`config.mk`:
```
export PLATFORM = sky130hd
export DESIGN_NAME = mbt_iter_engine
export DESIGN_NICKNAME = d
export VERILOG_FILES = /design/src/rtl/mbt_pkg.sv /design/src/rtl/mbt_cplx_sq.sv /design/src/rtl/mbt_iter_engine.sv
export SDC_FILE = /design/constraint.sdc
export NUM_CORES = 2
export LEC_CHECK = 0
export CORE_UTILIZATION = 60
export CTS_CLUSTER_SIZE = 25
export DETAILED_ROUTE_END_ITERATION = 8
export GPL_ROUTABILITY_DRIVEN = 0
export HOLD_SLACK_MARGIN = 0.05
export PLACE_DENSITY = 0.86
export SLEW_MARGIN = 20
export SYNTH_ARGS = -nofsm -noshare
export SYNTH_HDL_FRONTEND = slang
export SYNTH_HIERARCHICAL = 1
export SYNTH_SLANG_ARGS = --single-unit
```
`constraint.sdc`:
```
create_clock -name clk -period 13.23 [get_ports clk]
set_clock_uncertainty 0.2 [all_clocks]
set_input_delay 2.646 -clock clk [delete_from_list [all_inputs] [get_ports clk]]
set_output_delay 2.646 -clock clk [all_outputs]
set_load 0.01 [all_outputs]
```
`src/rtl/mbt_pkg.sv`:
```
// mbt_pkg: shared definitions for the Mandelbrot/Julia escape-time engine.
//   - state_t   : engine FSM encoding (IDLE, ITER, DONE)
//   - fx_one    : fixed-point 1.0 for a given number of fraction bits
//   - fx_four_sq: escape threshold 4.0 expressed at the scale of a squared
//                 magnitude (2*frac fraction bits), i.e. 4 << (2*frac)
package mbt_pkg;

  typedef enum logic [1:0] {
    IDLE = 2'd0,
    ITER = 2'd1,
    DONE = 2'd2
  } state_t;

  function automatic logic [63:0] fx_one(input int frac);
    return 64'd1 << frac;
  endfunction

  // |z|^2 carries 2*frac fraction bits, so 4.0 is 4 * ONE * ONE.
  function automatic logic [63:0] fx_four_sq(input int frac);
    return (fx_one(frac) * fx_one(frac)) << 2;
  endfunction

endpackage

```
`src/rtl/mbt_cplx_sq.sv`:
```
// mbt_cplx_sq: combinational complex step of the escape-time iteration.
//   Computes next z = z^2 + c and the squared magnitude of the current z.
//   Optional macro MBT_SAT_EN: saturate the W+2-bit sums to the W-bit range;
//   when undefined the sums wrap (low W bits kept).
// Ports:
//   z_re, z_im   in   W      current z (signed fixed point, FRAC fraction bits)
//   c_re, c_im   in   W      additive constant c
//   nz_re, nz_im out  W      z^2 + c reduced to W bits
//   mag2         out  2W+1   zr^2 + zi^2 at full precision (2*FRAC fraction bits)
module mbt_cplx_sq #(
  parameter int W    = 16,
  parameter int FRAC = 11
) (
  input  logic signed [W-1:0] z_re,
  input  logic signed [W-1:0] z_im,
  input  logic signed [W-1:0] c_re,
  input  logic signed [W-1:0] c_im,
  output logic signed [W-1:0] nz_re,
  output logic signed [W-1:0] nz_im,
  output logic        [2*W:0] mag2
);

`ifdef MBT_SAT_EN
  localparam logic signed [W+1:0] SUM_MAX = {3'b000, {(W-1){1'b1}}};
  localparam logic signed [W+1:0] SUM_MIN = {3'b111, {(W-1){1'b0}}};
`endif

  // Reduce a W+2-bit sum to W bits: clamp or wrap depending on build.
  function automatic logic signed [W-1:0] fit_w(input logic signed [W+1:0] s);
`ifdef MBT_SAT_EN
    if (s > SUM_MAX)
      fit_w = SUM_MAX[W-1:0];
    else if (s < SUM_MIN)
      fit_w = SUM_MIN[W-1:0];
    else
      fit_w = s[W-1:0];
`else
    fit_w = W'(s);
`endif
  endfunction

  logic signed [2*W-1:0] p_rr, p_ii, p_ri;
  logic signed [W+1:0]   t_rr, t_ii, t_ri, cr_x, ci_x;
  logic signed [W+1:0]   sum_re, sum_im;

  assign p_rr = z_re * z_re;
  assign p_ii = z_im * z_im;
  assign p_ri = z_re * z_im;

  // Squares are never negative, so zero-extension into 2W+1 bits is exact.
  assign mag2 = {1'b0, p_rr} + {1'b0, p_ii};

  // Rescale products back to FRAC fraction bits (truncating arithmetic shift),
  // then keep W+2 bits: enough headroom for the sum of three W-bit-range terms.
  assign t_rr = (W+2)'(p_rr >>> FRAC);
  assign t_ii = (W+2)'(p_ii >>> FRAC);
  assign t_ri = (W+2)'(p_ri >>> FRAC);
  assign cr_x = (W+2)'(c_re);
  assign ci_x = (W+2)'(c_im);

  assign sum_re = t_rr - t_ii + cr_x;
  assign sum_im = (t_ri <<< 1) + ci_x;

  assign nz_re = fit_w(sum_re);
  assign nz_im = fit_w(sum_im);

endmodule

```
`src/rtl/mbt_iter_engine.sv`:
```
// mbt_iter_engine: Mandelbrot/Julia escape-time engine, one iteration per clock.
//   Accepts a pixel coordinate over in_valid/in_ready, iterates z <= z^2 + c
//   until |z|^2 > 4 or the iteration cap is hit, and presents the result over
//   out_valid/out_ready. Optional macro MBT_SAT_EN selects saturating update
//   sums (see mbt_cplx_sq); default build wraps.
// Ports:
//   clk, rst_n              clock, asynchronous active-low reset
//   in_valid/in_ready       pixel request handshake
//   in_re, in_im    [W]     pixel coordinate
//   julia                   0: Mandelbrot (z0=0, c=pixel), 1: Julia (z0=pixel, c=jc)
//   jc_re, jc_im    [W]     Julia constant
//   max_iter        [ITER_W] iteration cap
//   out_valid/out_ready     result handshake
//   out_count       [ITER_W] z updates applied before escape or cap
//   out_in_set              1 when the cap was reached without escape
//   out_zr, out_zi  [W]     final z
module mbt_iter_engine
  import mbt_pkg::*;
#(
  parameter int W      = 16,
  parameter int FRAC   = 11,
  parameter int ITER_W = 8
) (
  input  logic              clk,
  input  logic              rst_n,
  input  logic              in_valid,
  output logic              in_ready,
  input  logic [W-1:0]      in_re,
  input  logic [W-1:0]      in_im,
  input  logic              julia,
  input  logic [W-1:0]      jc_re,
  input  logic [W-1:0]      jc_im,
  input  logic [ITER_W-1:0] max_iter,
  output logic              out_valid,
  input  logic              out_ready,
  output logic [ITER_W-1:0] out_count,
  output logic              out_in_set,
  output logic [W-1:0]      out_zr,
  output logic [W-1:0]      out_zi
);

  localparam logic [2*W:0] FOUR_SQ = (2*W+1)'(fx_four_sq(FRAC));

  state_t state, state_nx;

  logic signed [W-1:0] z_re, z_im, c_re, c_im;
  logic signed [W-1:0] nz_re, nz_im;
  logic [2*W:0]        mag2;
  logic [ITER_W-1:0]   cnt, max_q;
  logic                in_set_q;
  logic                accept, escape, capped;

  mbt_cplx_sq #(.W(W), .FRAC(FRAC)) u_sq (
    .z_re  (z_re),
    .z_im  (z_im),
    .c_re  (c_re),
    .c_im  (c_im),
    .nz_re (nz_re),
    .nz_im (nz_im),
    .mag2  (mag2)
  );

  assign in_ready  = (state == IDLE);
  assign out_valid = (state == DONE);
  assign accept    = in_valid && in_ready;
  // Escape is judged on the current z, and takes priority over the cap.
  assign escape    = (mag2 > FOUR_SQ);
  assign capped    = (cnt == max_q);

  always_comb begin
    state_nx = state;
    case (state)
      IDLE:    if (accept) state_nx = ITER;
      ITER:    if (escape || capped) state_nx = DONE;
      DONE:    if (out_ready) state_nx = IDLE;
      default: state_nx = IDLE;
    endcase
  end

  always_ff @(posedge clk or negedge rst_n) begin
    if (!rst_n) begin
      state    <= IDLE;
      z_re     <= '0;
      z_im     <= '0;
      c_re     <= '0;
      c_im     <= '0;
      cnt      <= '0;
      max_q    <= '0;
      in_set_q <= 1'b0;
    end else begin
      state <= state_nx;
      case (state)
        IDLE: begin
          if (accept) begin
            // Mode and Julia constant only matter here: they pick z0 and c.
            if (julia) begin
              z_re <= in_re;
              z_im <= in_im;
              c_re <= jc_re;
              c_im <= jc_im;
            end else begin
              z_re <= '0;
              z_im <= '0;
              c_re <= in_re;
              c_im <= in_im;
            end
            cnt      <= '0;
            max_q    <= max_iter;
            in_set_q <= 1'b0;
          end
        end
        ITER: begin
          if (escape) begin
            in_set_q <= 1'b0;
          end else if (capped) begin
            in_set_q <= 1'b1;
          end else begin
            z_re <= nz_re;
            z_im <= nz_im;
            cnt  <= cnt + 1'b1;
          end
        end
        default: ;
      endcase
    end
  end

  assign out_count  = cnt;
  assign out_in_set = in_set_q;
  assign out_zr     = z_re;
  assign out_zi     = z_im;

endmodule

```
# After elaboration in Yosys (flattened, before gate mapping)
# Cells that the tools add are included.
# classes
n_eq_ne,9
n_mul,3
muxes,24
add_sub_neg,5
reduce_logical,8
order_cmp,1
# op_table
cell,n
$mux W16,10
$mul A16 B16 Y32,2
$pmux W16 S2,2
$add A32 B32 Y33,1
$gt A33 B25 Y1 const B,1
$add A16 B16 Y16,2
$mul A16 B16 Y26,1
$mux W8,3
$pmux W8 S2,1
$sub A16 B16 Y16,1
$add A8 B1 Y8 const B,1
$eq A8 B8 Y1,1
$mux W2,3
$ne A2 B2 Y1 const B,3
$pmux W2 S3,1
$reduce_and A3 Y1,2
$ne A2 B1 Y1 const B,2
$reduce_and A4 Y1,1
$mux W1,3
$ne A3 B3 Y1 const B,1
$eq A2 B1 Y1 const B,1
$eq A2 B2 Y1 const B,1
$logic_not A2 Y1,1
$pmux W1 S2,1
4 further kinds,4
# word_totals
wordCells,58
inputBits,77
reg_bits,83
out_inout_bits,43

# Depth between registers and ports, before layout
# logic_depth
ltp_word,6
ltp_mapped,42
mapped_depth_nobuf,40

# Modules after synthesis
# The synthesis kept the hierarchy.
# by_module_without_submodules
module,cells_each,instances,area_each_um2,seq_area_each_um2
mbt_cplx_sq,3280,1,28955.3,0.0
mbt_iter_engine,430,1,4411.7,2077.0

# Least setup slack after synthesis
# Ideal clock, no wire load.
# synth_timing
path_kind,reg2reg
from,register z_im[3] (netlist: out_zi[3])
to,register state[1]
t_required_ns,12.912
period_less_slack_ns,9.229
arrival_time_ns,8.911
setup_slack_ns,4.001
stages_incl_launch_ff,43
setup_ns,0.118
path_buffers,3
cell_sequence,dfrtp_1 > clkbuf_1 > clkbuf_1 > nand2_1 > inv_1 > fa_1 > inv_1 > fa_1 > fa_1 > fa_1 > inv_1 > fa_1 > inv_1 > fa_1 > inv_1 > ha_1 > a21oi_1 > o211ai_1 > [... 7 more ...] > o311ai_0 > ha_1 > nand2_1 > nor2_1 > and3_1 > a41oi_1 > a311oi_1 > o21a_1 > o21ai_0 > a21oi_1 > a211oi_1 > xnor2_1 > nor4_2 > nand4_1 > o22ai_2 > buf_2 > a21oi_1 > a21o_1
# synth_via
elab_chain_cells,6
# synth_rtl
element,line,rtl
from (decl),mbt_iter_engine.sv:46,"logic signed [W-1:0] z_re, z_im, c_re, c_im;"
from (signal assigned),mbt_iter_engine.sv:98,z_im <= in_im;
from (signal assigned),mbt_iter_engine.sv:119,z_im <= nz_im;
$mul A16 B16 Y32,mbt_cplx_sq.sv:47,assign p_ii = z_im * z_im;
$add A32 B32 Y33,mbt_cplx_sq.sv:51,"assign mag2 = {1'b0, p_rr} + {1'b0, p_ii};"
net mag2[31],mbt_iter_engine.sv:48,logic [2*W:0] mag2;
$gt A33 B25 Y1,mbt_iter_engine.sv:67,assign escape = (mag2 > FOUR_SQ);
$logic_or A1 B1 Y1,mbt_iter_engine.sv:74,ITER: if (escape || capped) state_nx = DONE;
$ne A2 B2 Y1 (no source line),n/a,
$reduce_and A3 Y1 (no source line),n/a,
to (signal assigned),mbt_iter_engine.sv:91,state <= state_nx;
to (decl),mbt_iter_engine.sv:44,"state_t state, state_nx;"
# The timed path passes the listed nets, and every way through them passes these cells.
# A chain may end at the register's enable or synchronous reset.

# Worst setup path in the final report
# layout_timing
from,register z_im[10] (netlist: out_zi[10])
to,register cnt[1] (netlist: out_count[1])
# layout_via
elab_chain_cells,5
# layout_rtl
element,line,rtl
$mul A16 B16 Y32,mbt_cplx_sq.sv:47,
$add A32 B32 Y33,mbt_cplx_sq.sv:51,
net mag2[31],mbt_iter_engine.sv:48,
$gt A33 B25 Y1,mbt_iter_engine.sv:67,
$ne A2 B2 Y1 (no source line),n/a,
$reduce_and A4 Y1 (no source line),n/a,
to (signal assigned),mbt_iter_engine.sv:120,cnt <= cnt + 1'b1;
to (decl),mbt_iter_engine.sv:49,"logic [ITER_W-1:0] cnt, max_q;"
# The timed path passes the listed nets, and every way through them passes these cells.

==> key figures <==
STA
  – Rel. slew slack: between 30% and 40%
  – Final worst slack: ~2.1 ns
  – Final Max Slew Viols: 0
  – Fmax: roughly 90 MHz
  – Final setup viols: 0
  – RSZ-0062 raised after global routing: no
  – Worst hold slack: about 0.33 ns
  – Hold Fails Final Rpt: 0
  – Fin crit period: roughly 11 ns
  – Setup tns final: 0 ns
  – Slew @ Worst Pin: 0.960 ns
  – Crit share post-route: a little over four fifths

Global routing
  – Met2 usage in global routing: between 50% and 60%
  – Met1 global-route usage: 39.7%
  – Busiest grt layer: met2
  – Initial antenna violation count: 3
  – Largest net degree at the start of global routing: 77
  – Met3 Use GR: about 7.3%
  – Gr usage total: around 32%
  – Remaining Overflow, GRT: 0
  – First-pass GRT wire length: between 100,000 and 150,000 µm
  – Vias in the first global route: between 20,000 and 30,000

Die
  – Die area: roughly 57,000 µm²
  – Row cnt: 86
  – # IOs: 120
  – Core Area: 55,000 µm²
  – Starting Density: about 61%
  – Chip height: around 240 µm
  – Die X: 238 µm

Finish
  – Total Nets Final: between 4,000 and 5,000
  – Antenna Cells: 0
  – Commonest cells after routing, fill and taps aside: inv_1, fa_1, nand2_1
  – Core Util, Final: approximately 65%
  – Area delta synth->final: 6.38%
  – Fillers: between 4,000 and 5,000
  – Layout cell share with drive strength beyond 1: roughly 3.8%
  – Most common cell after layout, fill and taps aside: inv_1

Synth
  – Netlist cell types: around 90
  – Sequential fraction of the synthesis area: between 6 and 7%
  – Ys async rst share: 100%
  – Syn nets: ~4,800
  – #FFs+latches synth: 83
  – Synth Flop Type: dfrtp_1
  – Synth area leaders: fa_1, ha_1, inv_1
  – Synth Warn #: 6
  – Mapped Cells: 3,710
  – Mapped Area: about 33,000 µm²
  – Avg Inst Size Synth: 8.99 µm²
  – Top-area cell type share of the netlist area: between 40% and 50%
  – EDFF count, synth: 0
  – Yosys top cell by area: fa_1

Placement
  – Post-DP HPWL: 71,000 µm
  – I/O Buffers: approximately 120
  – Setup Slack @ Placement: 2.30 ns

Setup path
  – CP Capture Type: flip-flop
  – Arrival @ worst endpoint: 11.21 ns
  – Buf/Inv on CP: 5
  – Critical path type: reg2reg
  – Critical Path Fanout Max: 19
  – Crit-path max cell delay: ~0.8 ns
  – Crit path max-delay cell type: dfrtp_1
  – Startpoint types: flip-flop
  – Top delay family on crit path: compound AO/OA/AOI/OAI gates
  – CP Data Required Time: ~13 ns
  – Most used cell, CP: fa_1

Clock network
  – CTS root buf: clkbuf_16
  – Clock transition at path regs: ~0.080 ns
  – Clock latency on the worst-skew pair: between 0.3 and 0.4 ns
  – CTS tree: done
  – Clock Tree Buf Depth: 2
  – H-tree levels: 3
  – CTS buffer count: 9
  – Clk sinks: 83
  – Hold_buf cts: 0
  – Postcts setup bufs: 0
  – Cts repair resizes: 0

Worst hold path
  – Type of the tightest min-delay check: reg2reg

Route
  – Antenna Nets Post-Route: 0
  – DR WL/cell: 19.5 µm
  – Final wirelength: ~88,000 µm
  – Vias per cell: 5.74
  – Total number of vias: 25,800
  – Number of remaining DRC errors: 0
  – Initial DRC Count: 2,097
  – First-pass DRT Iterations: 6

Run
  – Max Cap Violations: 0

Run status
  – Status: complete, no violations
[cell usage after synthesis (25+ instances only)]
library cell / n
a211oi_2: 26
xnor2_1: 130
inv_1: 957
nor3_1: 30
and2_1: 183
o21ai_0: 36
clkbuf_1: 115
nand3_1: 62
dfrtp_1: 83
a21oi_1: 111
ha_1: 304
xor2_1: 44
a31oi_1: 36
nor2b_1: 25
a21o_1: 36
nand2_1: 355
nand2b_1: 29
mux2i_1: 33
nor2_1: 158
fa_1: 699
[kinds of logic (layout without fill, tap and decap cells)]
| family | count (synthesis) | after routing | synth area share, % |
|---|---|---|---|
| AND/OR/NAND/NOR | 910 | 910 | 13.3 |
| AO/OA/AOI/OAI | 393 | 393 | 8.46 |
| flip-flops | 83 | 83 | 6.22 |
| XOR/XNOR | 174 | 174 | 4.57 |
| multiplexers | 45 | 45 | 1.39 |
| adder cells (fa/ha/maj) | 1003 | 1003 | 53.3 |
| buffers and inverters | 1102 | 1137 | 12.7 |
[worst reg2reg max path: cells and delay by family, from the launching register on]
family | cells | cell delay (ns)
buf+inv | 5 | 0.68
compound gates | 16 | 3.91
fa+ha+maj | 8 | 3.55
xor+xnor | 1 | 0.13
simple gates | 8 | 1.41
flops | 1 | 0.80
mux | 1 | 0.33
[final cells by class]
type	count	area, µm²	share of cell area, %
Sequential cell	83	2080	5.85
Clock buffer	9	225	0.634
Inverter	958	3600	10.1
Multi-Input combinational cell	2525	27100	76.2
Tap cell	748	936	2.64
Timing Repair Buffer	163	1520	4.28
Clock inverter	7	81.3	0.229
[sequential cells by signal (all words and copies together) (netlist names)]
register / cells
max_q: 8
out_zi: 16
out_in_set: 1
c_im: 16
c_re: 16
state: 2
out_count: 8
out_zr: 16
[layer usage]
metal	routed length (µm)	part of all wire (%)	vias up
li1	-	-	11300
met1	32600	37	12800
met2	41400	47	1318
met3	8420	9.6	364
met4	5140	5.9	0
met5	0	0	-
[metrics by stage]
step	cell area, µm²	instances
floorplan	33400	3710
global placement	35200	4477
detailed placement	35200	4477
CTS	35500	4493
global route	35500	4493
finish	35500	4493
[final timing paths]
kind | slack (ns) | cells after the start | startpoint | to
max in group asynchronous | 9.98 | 2 | rst_n | out_count[7]
worst max-delay path | 2.09 | 39 | out_zi[10] | out_count[1]
worst min register to register | 0.33 | 1 | max_q[2] | max_q[2]
worst max register to register | 2.09 | 39 | out_zi[10] | out_count[1]
min in group asynchronous | 1.87 | 1 | rst_n | c_im[12]
worst min-delay path | 0.33 | 1 | max_q[2] | max_q[2]
Power is left out: the tool's default activity adds up to more than one toggle a clock period on the data nets, which glitch-free logic cannot reach.
